File: src/rtl/fft_pkg.sv
// Shared constants, read-FSM encoding and index helper for the FFT output reorder path.
package fft_pkg;

  localparam int N     = 32;
  localparam int LOG2N = 5;
  localparam int DW    = 16;

  typedef enum logic {
    IDLE   = 1'b0,
    STREAM = 1'b1
  } rd_state_t;

  // Reverses the LOG2N index bits; maps the FFT's bit-reversed order onto natural order.
  function automatic logic [LOG2N-1:0] bitrev(input logic [LOG2N-1:0] v);
    logic [LOG2N-1:0] r;
    r = '0;
    for (int b = 0; b < LOG2N; b++) begin
      r[b] = v[LOG2N-1-b];
    end
    return r;
  endfunction

endpackage

File: src/rtl/fft_out_reorder_if.sv
// Streaming bus of the reorder block: bit-reversed input side and natural-order output side.
interface fft_out_reorder_if;
  import fft_pkg::*;

  logic                    valid_i;
  logic signed [DW-1:0]    data_in_r;
  logic signed [DW-1:0]    data_in_i;
  logic                    ready_i;
  logic                    valid_o;
  logic signed [DW-1:0]    data_out_r;
  logic signed [DW-1:0]    data_out_i;
  logic [LOG2N-1:0]        index_o;
  logic                    sop_o;
  logic                    eop_o;
  logic                    overflow_o;

  // Reorder block side.
  modport slave (
    input  valid_i, data_in_r, data_in_i, ready_i,
    output valid_o, data_out_r, data_out_i, index_o, sop_o, eop_o, overflow_o
  );

  // Upstream FFT / downstream consumer side.
  modport master (
    output valid_i, data_in_r, data_in_i, ready_i,
    input  valid_o, data_out_r, data_out_i, index_o, sop_o, eop_o, overflow_o
  );

endinterface

File: src/rtl/fft_pingpong_ram.sv
// Two N-entry banks of packed {real, imag} samples: one synchronous write port, one combinational read port.
module fft_pingpong_ram
  import fft_pkg::*;
(
  input  logic                clk,
  input  logic                i_we,
  input  logic                i_wr_bank,
  input  logic [LOG2N-1:0]    i_wr_addr,
  input  logic [2*DW-1:0]     i_wr_data,
  input  logic                i_rd_bank,
  input  logic [LOG2N-1:0]    i_rd_addr,
  output logic [2*DW-1:0]     o_rd_data
);

  logic [2*DW-1:0] r_mem [2][N];

  // Sample storage; contents are deliberately not reset, the full flags say what is valid.
  always_ff @(posedge clk) begin
    if (i_we) begin
      r_mem[i_wr_bank][i_wr_addr] <= i_wr_data;
    end
  end

  assign o_rd_data = r_mem[i_rd_bank][i_rd_addr];

endmodule

File: src/rtl/fft_out_reorder.sv
// Output reorder buffer: writes bit-reversed FFT output into a ping-pong bank and
// streams each complete frame out in natural order with sop/eop and a ready handshake.
//
// Read FSM states:
//   state  | meaning
//   IDLE   | no frame being streamed; start one as soon as bank[rsel] is full
//   STREAM | emitting bank[rsel] samples, r_rcnt is the next index to load
module fft_out_reorder
  import fft_pkg::*;
(
  input  logic              clk,
  input  logic              rst_n,
  fft_out_reorder_if.slave  bus
);

  // Write side
  logic [LOG2N-1:0]      r_wcnt;
  logic                  r_wsel;
  logic [1:0]            r_full;
  logic                  r_overflow;
  logic                  w_wr_en;
  logic                  w_wr_last;
  logic [1:0]            w_full_set;
  logic [1:0]            w_full_clr;

  // Read side
  rd_state_t             r_state;
  rd_state_t             w_state_nx;
  logic [LOG2N-1:0]      r_rcnt;
  logic [LOG2N-1:0]      w_rcnt_nx;
  logic                  r_rsel;
  logic                  w_rsel_nx;
  logic                  w_load;
  logic                  w_out_load;
  logic                  w_out_drop;
  logic [LOG2N-1:0]      w_rd_addr;
  logic [2*DW-1:0]       w_rd_data;

  // Output register
  logic                  r_valid;
  logic                  r_sop;
  logic                  r_eop;
  logic [LOG2N-1:0]      r_index;
  logic signed [DW-1:0]  r_data_r;
  logic signed [DW-1:0]  r_data_i;

  // A sample is dropped whenever the bank it targets is still waiting to be read.
  assign w_wr_en    = bus.valid_i && !r_full[r_wsel];
  assign w_wr_last  = w_wr_en && (r_wcnt == LOG2N'(N-1));
  assign w_full_set = w_wr_last ? {r_wsel, ~r_wsel} : 2'b00;

  // The output register may take a new sample when empty or when its sample is being taken.
  assign w_load = !r_valid || bus.ready_i;

  fft_pingpong_ram u_ram (
    .clk       (clk),
    .i_we      (w_wr_en),
    .i_wr_bank (r_wsel),
    .i_wr_addr (bitrev(r_wcnt)),
    .i_wr_data ({bus.data_in_r, bus.data_in_i}),
    .i_rd_bank (r_rsel),
    .i_rd_addr (w_rd_addr),
    .o_rd_data (w_rd_data)
  );

  // Write counter, bank select and sticky overflow.
  always_ff @(posedge clk or negedge rst_n) begin
    if (!rst_n) begin
      r_wcnt     <= '0;
      r_wsel     <= 1'b0;
      r_overflow <= 1'b0;
    end else begin
      if (w_wr_en) begin
        r_wcnt <= w_wr_last ? '0 : r_wcnt + 1'b1;
        if (w_wr_last) begin
          r_wsel <= ~r_wsel;
        end
      end
      if (bus.valid_i && r_full[r_wsel]) begin
        r_overflow <= 1'b1;
      end
    end
  end

  // Full flags: writer sets and reader clears always target different banks, so both can land together.
  always_ff @(posedge clk or negedge rst_n) begin
    if (!rst_n) begin
      r_full <= 2'b00;
    end else begin
      r_full <= (r_full | w_full_set) & ~w_full_clr;
    end
  end

  // Read FSM state register.
  always_ff @(posedge clk or negedge rst_n) begin
    if (!rst_n) begin
      r_state <= IDLE;
      r_rcnt  <= '0;
      r_rsel  <= 1'b0;
    end else begin
      r_state <= w_state_nx;
      r_rcnt  <= w_rcnt_nx;
      r_rsel  <= w_rsel_nx;
    end
  end

  // Read FSM next state, read address and output-register control.
  always_comb begin
    w_state_nx = r_state;
    w_rcnt_nx  = r_rcnt;
    w_rsel_nx  = r_rsel;
    w_rd_addr  = r_rcnt;
    w_out_load = 1'b0;
    w_out_drop = 1'b0;
    w_full_clr = 2'b00;
    case (r_state)
      IDLE: begin
        w_rd_addr = '0;
        if (w_load) begin
          if (r_full[r_rsel]) begin
            w_out_load = 1'b1;
            w_rcnt_nx  = LOG2N'(1);
            w_state_nx = STREAM;
          end else begin
            w_out_drop = 1'b1;
          end
        end
      end
      STREAM: begin
        if (w_load) begin
          w_out_load = 1'b1;
          if (r_rcnt == LOG2N'(N-1)) begin
            w_full_clr = {r_rsel, ~r_rsel};
            w_rsel_nx  = ~r_rsel;
            w_rcnt_nx  = '0;
            // Continue straight into the other bank when it is already complete.
            w_state_nx = r_full[~r_rsel] ? STREAM : IDLE;
          end else begin
            w_rcnt_nx = r_rcnt + 1'b1;
          end
        end
      end
      default: begin
        w_state_nx = IDLE;
      end
    endcase
  end

  // Output register; holds everything stable while the consumer stalls.
  always_ff @(posedge clk or negedge rst_n) begin
    if (!rst_n) begin
      r_valid  <= 1'b0;
      r_sop    <= 1'b0;
      r_eop    <= 1'b0;
      r_index  <= '0;
      r_data_r <= '0;
      r_data_i <= '0;
    end else if (w_out_load) begin
      r_valid  <= 1'b1;
      r_sop    <= (w_rd_addr == '0);
      r_eop    <= (w_rd_addr == LOG2N'(N-1));
      r_index  <= w_rd_addr;
      r_data_r <= $signed(w_rd_data[2*DW-1:DW]);
      r_data_i <= $signed(w_rd_data[DW-1:0]);
    end else if (w_out_drop) begin
      r_valid <= 1'b0;
      r_sop   <= 1'b0;
      r_eop   <= 1'b0;
    end
  end

  assign bus.valid_o    = r_valid;
  assign bus.sop_o      = r_sop;
  assign bus.eop_o      = r_eop;
  assign bus.index_o    = r_index;
  assign bus.data_out_r = r_data_r;
  assign bus.data_out_i = r_data_i;
  assign bus.overflow_o = r_overflow;

endmodule

File: src/flat_wrapper.sv
// flat-port wrapper written by rule: the top's interface ports become plain ports
module fft_out_reorder_flat import fft_pkg::*;
  (clk, rst_n, bus_valid_i, bus_data_in_r, bus_data_in_i, bus_ready_i, bus_valid_o, bus_data_out_r, bus_data_out_i, bus_index_o, bus_sop_o, bus_eop_o, bus_overflow_o);
  fft_out_reorder_if bus_i ();
  input  logic clk;
  input  logic rst_n;
  input wire logic [$bits(bus_i.valid_i)-1:0] bus_valid_i;
  input wire logic [$bits(bus_i.data_in_r)-1:0] bus_data_in_r;
  input wire logic [$bits(bus_i.data_in_i)-1:0] bus_data_in_i;
  input wire logic [$bits(bus_i.ready_i)-1:0] bus_ready_i;
  output wire logic [$bits(bus_i.valid_o)-1:0] bus_valid_o;
  output wire logic [$bits(bus_i.data_out_r)-1:0] bus_data_out_r;
  output wire logic [$bits(bus_i.data_out_i)-1:0] bus_data_out_i;
  output wire logic [$bits(bus_i.index_o)-1:0] bus_index_o;
  output wire logic [$bits(bus_i.sop_o)-1:0] bus_sop_o;
  output wire logic [$bits(bus_i.eop_o)-1:0] bus_eop_o;
  output wire logic [$bits(bus_i.overflow_o)-1:0] bus_overflow_o;
  assign bus_i.valid_i = bus_valid_i;
  assign bus_i.data_in_r = bus_data_in_r;
  assign bus_i.data_in_i = bus_data_in_i;
  assign bus_i.ready_i = bus_ready_i;
  assign bus_valid_o = bus_i.valid_o;
  assign bus_data_out_r = bus_i.data_out_r;
  assign bus_data_out_i = bus_i.data_out_i;
  assign bus_index_o = bus_i.index_o;
  assign bus_sop_o = bus_i.sop_o;
  assign bus_eop_o = bus_i.eop_o;
  assign bus_overflow_o = bus_i.overflow_o;
  fft_out_reorder u_core (.clk(clk), .rst_n(rst_n), .bus(bus_i));
endmodule
File: config.mk
export PLATFORM = sky130hd
export DESIGN_NAME = fft_out_reorder_flat
export DESIGN_NICKNAME = d
export VERILOG_FILES = /design/src/rtl/fft_pkg.sv /design/src/rtl/fft_out_reorder_if.sv /design/src/rtl/fft_pingpong_ram.sv /design/src/rtl/fft_out_reorder.sv /design/src/flat_wrapper.sv
export SDC_FILE = /design/constraint.sdc
export NUM_CORES = 2
export LEC_CHECK = 0
export BUFFER_PORTS_ARGS = -buffer_cell sky130_fd_sc_hd__buf_2
export CORE_MARGIN = 2
export CORE_UTILIZATION = 35
export CTS_CLUSTER_DIAMETER = 40
export DETAILED_ROUTE_END_ITERATION = 8
export PLACE_DENSITY = 0.46
export SETUP_SLACK_MARGIN = 0.2
export SLEW_MARGIN = 40
export SYNTH_ARGS = -nofsm -noshare
export SYNTH_HDL_FRONTEND = slang
export SYNTH_SLANG_ARGS = --single-unit
File: constraint.sdc
create_clock -name clk -period 4.8 [get_ports clk]
set_clock_uncertainty 0.2 [all_clocks]
set_input_delay 0.48 -clock clk [delete_from_list [all_inputs] [get_ports clk]]
set_output_delay 0.48 -clock clk [all_outputs]
set_load 0.1 [all_outputs]
==> results.cfg <==
[clock_network]
clk_transition_reported_paths_ps = 60
cts_resized = 0
post-cts-setup-buffers = 0
htreeDepth = 5
cts_sinks = 2104
root_buffer = clkbuf_16
clk_latency_ps = 950
tritoncts = done
cts.path.max_buffers = 4
cts_inserted_buffers = 354

[worst_setup_path]
r2r_start = u_core.r_state
worstSetupPathType = reg2reg
cp-start-kind = flip-flop
slowest_delay_ps = 830
cp-end-kind = flip-flop
crit_required_ps = 5280
arrival_ps = 4840
crit_start = u_core.r_state
crit_path_cell_trace = buf_12, inv_4, nor3_4, buf_4, a222oi_1, a31oi_1, a2111oi_2, o211ai_1
cp_max_fo = 55
cp_slowest_cell = a2111oi_2

[power_and_ir_drop]
p_seq_share_pct = 33.4
power.internal_mw = 42.29
ir_drop_v = 0.0003541
p_leak_nw = 32.77
power_density_nw_per_um2 = 639.4
clock_power_share_pct = 39.1
p_comb_share_pct = 27.5
switching_share_pct = 34.56
p_sw_mw = 22.34
total_power_mw = 64.63

[min_path]
min-delay-start = bus_data_in_r[8]
hold_path.class = in2reg

[die]
die_w_um = 488.6
dieArea_um2 = 238700
ioPinCount = 77
start_util_pct = 35.28
die_h_um = 488.6
rows = 177
coreArea_um2 = 233000

[detailed_routing]
drt-initial-drc-count = 6142
vias = 48360
route.detailed.drc = 0
antenna_left = 0
drtPass1Iterations = 6
avgViaCountPerCell = 5.694
routedWlPerCell_um = 35.01
wl_um = 297400

[sta]
finalSetupViolCount = 0
final_hold_viol_count = 0
max_slew.worst_pin.slew_ps = 966.8
rsz0062_at_grt = no
worst_slack_ps = 443.3
max_freq_mhz = 229.5
slew_headroom_pct = 35.55
fin_setup_tns_ps = 0
slew_viol_final = 0
fin_crit_sh_pct = 90.76
fin_crit_ps = 4357

[global_routing]
grt_use_total_pct = 24.57
overflow = 0
antenna_found_initial = 46
grt_max_degree = 68
grt_pass1_vias = 46950
grt_pass1_wl_um = 403200

[yosys]
synthTopCellsByArea = edfxtp_1, mux4_2, mux2i_1
synth-edff-count = 2048
synth_top_cell_area_share_pct = 74.83
synth.largest_area_cell = edfxtp_1
syn_area_per_cell_um2 = 18.13
yosysSeqAreaShare_pct = 76.54
yosys_warnings = 0
synth_cell_types = 77
ys_seq_elements = 2104
netlist_area_um2 = 82180
syn_inst = 4534
synth_fp_nets = 4579
synth_top_flop_cell = edfxtp_1
async_flop_share_pct = 2.662

[flow_run]
maxCapViolations = 0

[cells_and_area]
final_cells = 8493
syn2layout_area_growth_pct = 23.00
fin_nets = 5110
stdcell_area_um2 = 101100
drive_gt1_share_pct = 25.46

[status]
status = finished clean

[placement]
dpl_cell_area_um2 = 88710
dp_slack_ps = 596.7
hpwl_um = 184600
port_buffers = 76
gp_congestion = 0.8801
placed_cells = 7802
[cell families after synthesis]
logic type / count (synthesis) / synth area share, %
AOI/OAI and AO/OA: 840 / 7.082
xor gates and xnor gates: 3 / 0.03198
adders and majority gates: 9 / 0.1370
buffers and inverters: 294 / 1.873
DFF: 2104 / 76.54
muxes: 588 / 10.54
and+or+nand+nor: 696 / 3.800
[flip-flops by register name (all words and copies together) (netlist names)]
| register | count |
|---|---|
| u_core.bus.data_out_r | 16 |
| u_core.bus.overflow_o | 1 |
| u_core.r_full | 2 |
| u_core.bus.sop_o | 1 |
| u_core.u_ram.r_mem | 2048 |
| u_core.bus.index_o | 5 |
| u_core.r_rcnt | 5 |
| u_core.bus.data_out_i | 16 |
| u_core.r_wcnt | 5 |
| u_core.r_state | 1 |
| u_core.r_rsel | 1 |
| u_core.bus.eop_o | 1 |
| u_core.bus.valid_o | 1 |
| u_core.r_wsel | 1 |
[power by group through the flow]
| stage | registers, mW | clock network [mW] | logic [mW] |
|---|---|---|---|
| after floorplan | 22.6 | 0 | 8.02 |
| after CTS | 21.6 | 25.6 | 17.6 |
| after detailed placement | 22.0 | 0 | 17.5 |
| after global routing | 21.6 | 26.4 | 18.2 |
| final | 21.6 | 25.3 | 17.7 |
| after global placement | 22.0 | 0 | 17.4 |
[layer usage]
metal	GRT usage [%]	vias up	share of wire (%)
met4	8.417	12	3.5
li1	-	19760	-
met1	34.03	25700	42
met2	38.67	2396	46
met3	4.833	497	7.8
met5	0	-	0.026
[through the flow]
step	hold WS, ps	utilization [%]
after global routing	88.85	43.38
after CTS	9.257	43.31
final	76.91	43.39
after detailed placement	258.3	38.08
after floorplan	-15.59	-
after global placement	259.7	37.95
[area by class of cell]
class	count	area [um2]
Timing Repair Buffer	456	3874
Inverter	13	53.80
Tap cell	3132	3919
Clock buffer	407	9349
Sequential cell	2104	62920
Multi-Input combinational cell	2136	18400
Antenna cell	16	40.04
Clock inverter	229	2527
Fill cell	20640	131900
[cell usage in the layout (no fill, tap or decap), types with 41 or more instances in the layout]
cell type,count
a211oi_1,47
a21oi_1,171
a22oi_1,65
buf_2,68
buf_4,309
bufinv_16,41
clkbuf_16,363
clkinv_2,46
dfrtp_1,51
edfxtp_1,2048
mux2i_1,346
mux4_2,218
nand2_1,327
nand3_1,73
nor2_1,63
nor2_4,65
o21ai_0,98
o22ai_1,122
[cells in the mapped netlist (all sizes together) (6+ instances only)]
master	instances
mux4	219
buf	168
a221o	29
clkbuf	113
nand2b	13
o22ai	123
a22oi	65
nand3	74
o221ai	23
nor3	20
a22o	37
a21oi	172
and2	9
inv	12
and3	29
or4	8
nand2	336
a21o	12
o22a	7
a211oi	53
o31a	6
nor2	133
o2bb2ai	9
a211o	6
a31oi	35
a32o	12
nor2b	24
nand4	19
o211ai	22
a32oi	29
mux2	23
a2111oi	20
ha	9
mux2i	346
edfxtp	2048
o32ai	7
dfrtp	56
a221oi	25
o21ai	104
[final timing paths]
| path | end | slack, ps | depth (start not counted) |
|---|---|---|---|
| worst max-delay path | u_core.bus.data_out_r[10] | 440 | 8 |
| worst min-delay path | u_core.u_ram.r_mem[1][856] | 80 | 2 |
| worst max register to register | u_core.bus.data_out_r[10] | 440 | 8 |
| worst min register to register | u_core.bus.overflow_o | 270 | 1 |
| max in group asynchronous | u_core.r_rcnt[0] | 3440 | 4 |
| min in group asynchronous | u_core.bus.data_out_r[1] | 530 | 4 |
[critical path: cells and delay by family (launching register included)]
| family | cells | cell delay, ps |
|---|---|---|
| AOI/OAI and AO/OA | 4 | 2050 |
| DFF | 1 | 540 |
| buffers and inverters | 3 | 1170 |
| and+or+nand+nor | 1 | 20 |
[timing repair]
action                                 in CTS  in global routing
setup endpoints to repair                   0                  0
hold buffers                               30                  6
endpoints found under the hold margin     641                130
Note: power is estimated with default switching activity, not from simulation.
